$ cat src/rtl/onehot_sel_pkg.sv
// rtl/onehot_sel_pkg.sv - shared state and mode encodings for the one-hot channel sequencer
package onehot_sel_pkg;

  typedef enum logic [1:0] {
    IDLE = 2'b00,
    ON   = 2'b01,
    GAP  = 2'b10
  } state_t;

  localparam logic [1:0] MODE_MANUAL = 2'b00;
  localparam logic [1:0] MODE_UP     = 2'b01;
  localparam logic [1:0] MODE_DOWN   = 2'b10;
  localparam logic [1:0] MODE_OFF    = 2'b11;

  function automatic logic is_scan(input logic [1:0] m);
    return (m == MODE_UP) || (m == MODE_DOWN);
  endfunction

endpackage

$ cat src/rtl/binary_to_onehot.sv
// rtl/binary_to_onehot.sv - combinational binary index to one-hot decoder
module binary_to_onehot #(
  parameter int SEL_WIDTH = 4,
  parameter int SEL_COUNT = 2 ** SEL_WIDTH
) (
  input  logic [SEL_WIDTH-1:0] bin,
  output logic [SEL_COUNT-1:0] onehot
);

  always_comb begin
    onehot = '0;
    for (int i = 0; i < SEL_COUNT; i++) begin
      if (bin == SEL_WIDTH'(i)) onehot[i] = 1'b1;
    end
  end

endmodule

$ cat src/rtl/onehot_sel_sequencer.sv
// rtl/onehot_sel_sequencer.sv - registered one-hot cell enable sequencer
// Break-before-make channel switching with manual loads and up/down auto-scan.
module onehot_sel_sequencer
  import onehot_sel_pkg::*;
#(
  parameter int SEL_WIDTH   = 4,
  parameter int SEL_COUNT   = 2 ** SEL_WIDTH,
  parameter int GAP_CYCLES  = 1,
  parameter int DWELL_WIDTH = 8
) (
  input  logic                   clk,
  input  logic                   rst_n,
  input  logic                   ena,
  input  logic [1:0]             mode,
  input  logic [SEL_WIDTH-1:0]   sel,
  input  logic                   load,
  input  logic [DWELL_WIDTH-1:0] dwell,
  output logic [SEL_COUNT-1:0]   oh,
  output logic [SEL_WIDTH-1:0]   cur,
  output logic                   busy,
  output logic                   wrap,
  output logic                   err
);

  localparam int GW = (GAP_CYCLES > 0) ? $clog2(GAP_CYCLES + 1) : 1;
  localparam logic [GW-1:0]        GAP_LOAD  = (GAP_CYCLES > 0) ? GW'(GAP_CYCLES - 1) : '0;
  localparam logic [SEL_WIDTH-1:0] LAST_IDX  = SEL_WIDTH'(SEL_COUNT - 1);
  localparam logic [31:0]          SEL_LIMIT = 32'(SEL_COUNT);

  state_t                 state_q, state_d;
  logic [SEL_WIDTH-1:0]   cur_d;
  logic [SEL_WIDTH-1:0]   target_q, target_d;
  logic                   twrap_q, twrap_d;
  logic [GW-1:0]          gap_q, gap_d;
  logic [DWELL_WIDTH-1:0] dwell_q, dwell_d;
  logic                   wrap_d, err_d;

  logic                   load_ok;
  logic                   scan;
  logic [DWELL_WIDTH-1:0] dwell_load;
  logic [SEL_WIDTH-1:0]   scan_next;
  logic                   scan_wrap;
  logic [SEL_COUNT-1:0]   dec;

  assign load_ok    = load && (32'(sel) < SEL_LIMIT);
  assign scan       = is_scan(mode);
  // dwell counts down to zero; zero requested dwell behaves as one cycle
  assign dwell_load = (dwell == '0) ? '0 : dwell - 1'b1;

  always_comb begin
    if (mode == MODE_UP) begin
      scan_wrap = (cur == LAST_IDX);
      scan_next = scan_wrap ? '0 : cur + 1'b1;
    end else begin
      scan_wrap = (cur == '0);
      scan_next = scan_wrap ? LAST_IDX : cur - 1'b1;
    end
  end

  always_comb begin
    state_d  = state_q;
    cur_d    = cur;
    target_d = target_q;
    twrap_d  = twrap_q;
    gap_d    = gap_q;
    dwell_d  = dwell_q;
    wrap_d   = 1'b0;
    err_d    = load && !load_ok;

    if (!ena || mode == MODE_OFF) begin
      state_d = IDLE;
      twrap_d = 1'b0;
    end else begin
      case (state_q)
        IDLE: begin
          if (load_ok) begin
            state_d = ON;
            cur_d   = sel;
            dwell_d = dwell_load;
          end else if (scan) begin
            state_d = ON;
            dwell_d = dwell_load;
          end
        end

        ON: begin
          if (dwell_q != '0) dwell_d = dwell_q - 1'b1;
          if (load_ok && sel == cur) begin
            dwell_d = dwell_load;
          end else if (load_ok || (scan && dwell_q == '0)) begin
            // a load outranks a simultaneous dwell expiry and never flags wrap
            target_d = load_ok ? sel : scan_next;
            if (GAP_CYCLES == 0) begin
              cur_d   = target_d;
              wrap_d  = !load_ok && scan_wrap;
              dwell_d = dwell_load;
            end else begin
              state_d = GAP;
              twrap_d = !load_ok && scan_wrap;
              gap_d   = GAP_LOAD;
            end
          end
        end

        GAP: begin
          if (load_ok) begin
            target_d = sel;
            twrap_d  = 1'b0;
          end
          if (gap_q == '0) begin
            state_d = ON;
            cur_d   = target_d;
            wrap_d  = twrap_d;
            dwell_d = dwell_load;
          end else begin
            gap_d = gap_q - 1'b1;
          end
        end

        default: state_d = IDLE;
      endcase
    end
  end

  binary_to_onehot #(
    .SEL_WIDTH (SEL_WIDTH),
    .SEL_COUNT (SEL_COUNT)
  ) u_dec (
    .bin    (cur_d),
    .onehot (dec)
  );

  always_ff @(posedge clk) begin
    if (!rst_n) begin
      state_q  <= IDLE;
      cur      <= '0;
      target_q <= '0;
      twrap_q  <= 1'b0;
      gap_q    <= '0;
      dwell_q  <= '0;
      oh       <= '0;
      busy     <= 1'b0;
      wrap     <= 1'b0;
      err      <= 1'b0;
    end else begin
      state_q  <= state_d;
      cur      <= cur_d;
      target_q <= target_d;
      twrap_q  <= twrap_d;
      gap_q    <= gap_d;
      dwell_q  <= dwell_d;
      oh       <= (state_d == ON) ? dec : '0;
      busy     <= (state_d == GAP);
      wrap     <= wrap_d;
      err      <= err_d;
    end
  end

endmodule

$ cat config.mk
export PLATFORM = sky130hd
export DESIGN_NAME = onehot_sel_sequencer
export DESIGN_NICKNAME = d
export VERILOG_FILES = /design/src/rtl/onehot_sel_pkg.sv /design/src/rtl/binary_to_onehot.sv /design/src/rtl/onehot_sel_sequencer.sv
export SDC_FILE = /design/constraint.sdc
export NUM_CORES = 1
export LEC_CHECK = 0
export ABC_AREA = 1
export CAP_MARGIN = 10
export CORE_UTILIZATION = 40
export DETAILED_ROUTE_END_ITERATION = 8
export PLACE_DENSITY = 0.71
export SKIP_LAST_GASP = 1
export SYNTH_ARGS = -nofsm -noshare
export SYNTH_HDL_FRONTEND = slang
export SYNTH_SLANG_ARGS = --single-unit
$ cat constraint.sdc
create_clock -name clk -period 3.2 [get_ports clk]
set_input_delay 0.64 -clock clk [delete_from_list [all_inputs] [get_ports clk]]
set_output_delay 0.64 -clock clk [all_outputs]
set_load 0.1 [all_outputs]
==> results.json <==
{
  "outcome": "finished, final reports clean",
  "gr-usage-all-layers": 0.171,
  "critical_path.cell_chain": "clkdlybuf4s50_1 -> inv_1 -> o21ai_0 -> nand2_1 -> o21ai_2 -> inv_1 -> nor2_1 -> nand2_1 -> nor2_4",
  "timing.critical_path.slowest_stage_cell": "clkdlybuf4s50_1",
  "p_leak_nw": 1.43,
  "setup_total_negative_slack_ns": 0,
  "tritoncts": "done",
  "timing.hold.ws_ns": 0.474,
  "ys.warnings.count": 0,
  "yosysSeqAreaShare": 0.303,
  "number_of_antenna_violations_at_the_first_check_in_global_routing": 0,
  "place.detailed.hpwl_mm": 4.14,
  "first_global_vias": 2039,
  "cts_num_sinks": 37,
  "clock.fmax_ghz": 0.393,
  "worst_ir_drop_vdd_v": 0.000225,
  "placedInstanceArea_um2": 2810,
  "totalWireLength_mm": 5.22,
  "wp_data_arrival_ns": 2.76,
  "critical_path.max_stage_delay_ns": 0.75,
  "power.total_mw": 1.23,
  "synth.cell_area_um2": 2440,
  "power_per_cell_area_nw_per_um2": 420,
  "clk_path_buf_depth": 2,
  "drive_above_1_share": 0.159,
  "final_max_slew_viol_count": 0,
  "number_of_setup_buffers_added_after_cts": 0,
  "netlist_instances": 372,
  "worst_hold_path_type": "reg2reg",
  "holdBufCountCts": 0,
  "finalWeightedCongestion": 0.866,
  "element_type_at_the_critical_path_start": "input pin",
  "final_area_um2": 2930,
  "grt_setup_unrepaired": "false",
  "seq_area_um2": 741,
  "die-area_um2": 6430,
  "nNetsFinal": 442,
  "crit_fanout": 13,
  "period_needed_ns": 2.54,
  "finalSetupViolCount": 0,
  "multi_input_comb_area_um2": 1430,
  "finClkSkew_ns": 0.00868,
  "yosys.cell_types.count": 35,
  "syn-num-nets": 401,
  "critical_path_class": "in2reg",
  "total_iterations_of_the_first_detailed_routing_run": 4,
  "placementRows": 28,
  "place.port_buffers": 39,
  "post_cts.resized_instances": 0,
  "grt_max_degree": 17,
  "synth_seq_cells": 37,
  "drtAntennaViolNets": 0,
  "worstSetupEndpointType": "register",
  "filler_cell_count": 598,
  "wl_per_cell_um": 10.7,
  "cts_buffers": 5,
  "initialDrtViolationCount": 103,
  "first_pass_grt_wire_length_mm": 8.65,
  "drt-vias-per-instance": 4.74,
  "clk_pin_slew_ns": 0.08,
  "syn_area_per_cell_um2": 6.57,
  "start_util": 0.413,
  "ctsRootBufferMaster": "clkbuf_8",
  "die_width_um": 80.2,
  "areaGrowthSynthToFinish_pct": 20.0,
  "required_ns": 3.42,
  "clkLatencyLatePin_ns": 0.28,
  "total_via_count_in_the_routed_design": 2320,
  "ctsHtreeMaxLevel": 2,
  "core-area_um2": 5920,
  "residual_drc": 0,
  "period_share": 0.795,
  "globalRouteOverflowTotal": 0,
  "antennaDiodeCount": 0,
  "die_h_um": 80.2,
  "final_hold_viol_count": 0,
  "max_cap_violations": 0,
  "floorplan.io_pins": 41
}
[power breakdown]
part           leakage (nW)  switching (mW)  internal (mW)  total (mW)
Sequential            0.301          0.0114          0.478       0.490
Clock                0.0574           0.171          0.253       0.424
Combinational          1.07           0.211          0.107       0.318
[critical path: cells and delay by family]
family	cells	cell delay (ns)
compound gates	2	0.38
buf+inv	3	1.07
simple gates	4	0.67
[registers in the layout, summed over array words and instances (netlist names)]
signal and flops:
state_q 2, cur 4, busy 1, target_q 4, dwell_q 8, oh 16
twrap_q 1, wrap 1
[path summary, 6_finish.rpt]
| path | from | endpoint | slack (ns) | cells after the start |
|---|---|---|---|---|
| worst max-delay path | load | oh[3] | 0.66 | 9 |
| worst min register to register | target_q[1] | target_q[1] | 0.47 | 2 |
| worst max register to register | state_q[0] | oh[3] | 1.05 | 11 |
| worst min-delay path | target_q[1] | target_q[1] | 0.47 | 2 |
[logic make-up after synthesis]
group                    after synthesis  synth area share
buffers and inverters                 62             0.114
adder cells (fa/ha/maj)               11            0.0563
AND/OR/NAND/NOR                      227             0.435
other                                  1           0.00153
flip-flops                            37             0.303
XOR/XNOR                               8            0.0287
AO/OA/AOI/OAI                         26            0.0614
[layer usage]
layer | global-route usage | wire length (um)
met4 | 0.0589 | 46
met5 | 0 | 0
met3 | 0.0239 | 160
met1 | 0.215 | 2490
met2 | 0.298 | 2530
[cells in the mapped netlist]
cell type    n  area [um2]
nand3_1     22         110
nor3_2       1        10.0
buf_6        2        22.5
ha_1        11         138
nor2_2       3        18.8
buf_12       1        20.0
and2_1       1        6.26
xor2_1       8        70.1
buf_4        1        7.51
nand3_4      2        35.0
nand3_2      1        10.0
o21ai_1      2        10.0
or2_2        1        6.26
buf_2        1        5.00
o21ai_0     11        55.1
nor2_1      57         214
nand3b_1     1        7.51
dfxtp_1     37         741
inv_1       51         191
a31o_2       1        8.76
clkbuf_8     1        13.8
inv_2        5        18.8
o211ai_1     2        15.0
nand4_1      6        37.5
o21ai_2      3        26.3
and3_1       1        6.26
nor3_1       3        15.0
conb_1       1        3.75
and3_2       1        7.51
nor2_4      11         124
or2_1        1        6.26
nor4_1       1        6.26
nand2_1    108         405
nand2_2      6        37.5
a21oi_1      7        35.0
[final cells by class]
cell class | count | share of cell area
multi-input cells | 273 | 0.486
flip-flops and latches | 37 | 0.253
repair buffers | 40 | 0.117
inverters | 56 | 0.0717
well taps | 75 | 0.0320
clock buffers | 6 | 0.0282
clock inverters | 2 | 0.0128
[stage by stage]
| stage | util | cells | worst slack (ns) |
|---|---|---|---|
| after floorplan | - | 372 | 0.970 |
| after global placement | 0.475 | 481 | 0.393 |
| after detailed placement | 0.475 | 481 | 0.409 |
| after CTS | 0.495 | 489 | 0.700 |
| after global routing | 0.495 | 489 | 0.528 |
| final | 0.495 | 489 | 0.656 |
[cells in the final DEF, fill, tap and decap left out]
master	synthesis	routed
nand2_1	108	108
nor2_1	57	57
inv_1	51	51
dfxtp_1	37	37
buf_4	1	23
nand3_1	22	22
clkdlybuf4s50_1	0	17
nor2_4	11	11
o21ai_0	11	11
ha_1	11	11
xor2_1	8	8
a21oi_1	7	7
nand2_2	6	6
nand4_1	6	6
clkbuf_8	1	6
inv_2	5	5
nor2_2	3	3
nor3_1	3	3
o21ai_2	3	3
nand3_4	2	2
o21ai_1	2	2
o211ai_1	2	2
and2_1	1	1
nor3_2	1	1
or2_1	1	1
nand3_2	1	1
and3_2	1	1
a31o_2	1	1
nor4_1	1	1
or2_2	1	1
and3_1	1	1
nand3b_1	1	1
conb_1	1	1
bufinv_16	0	1
clkinvlp_4	0	1
No activity file was read; power rests on OpenSTA's default activity.
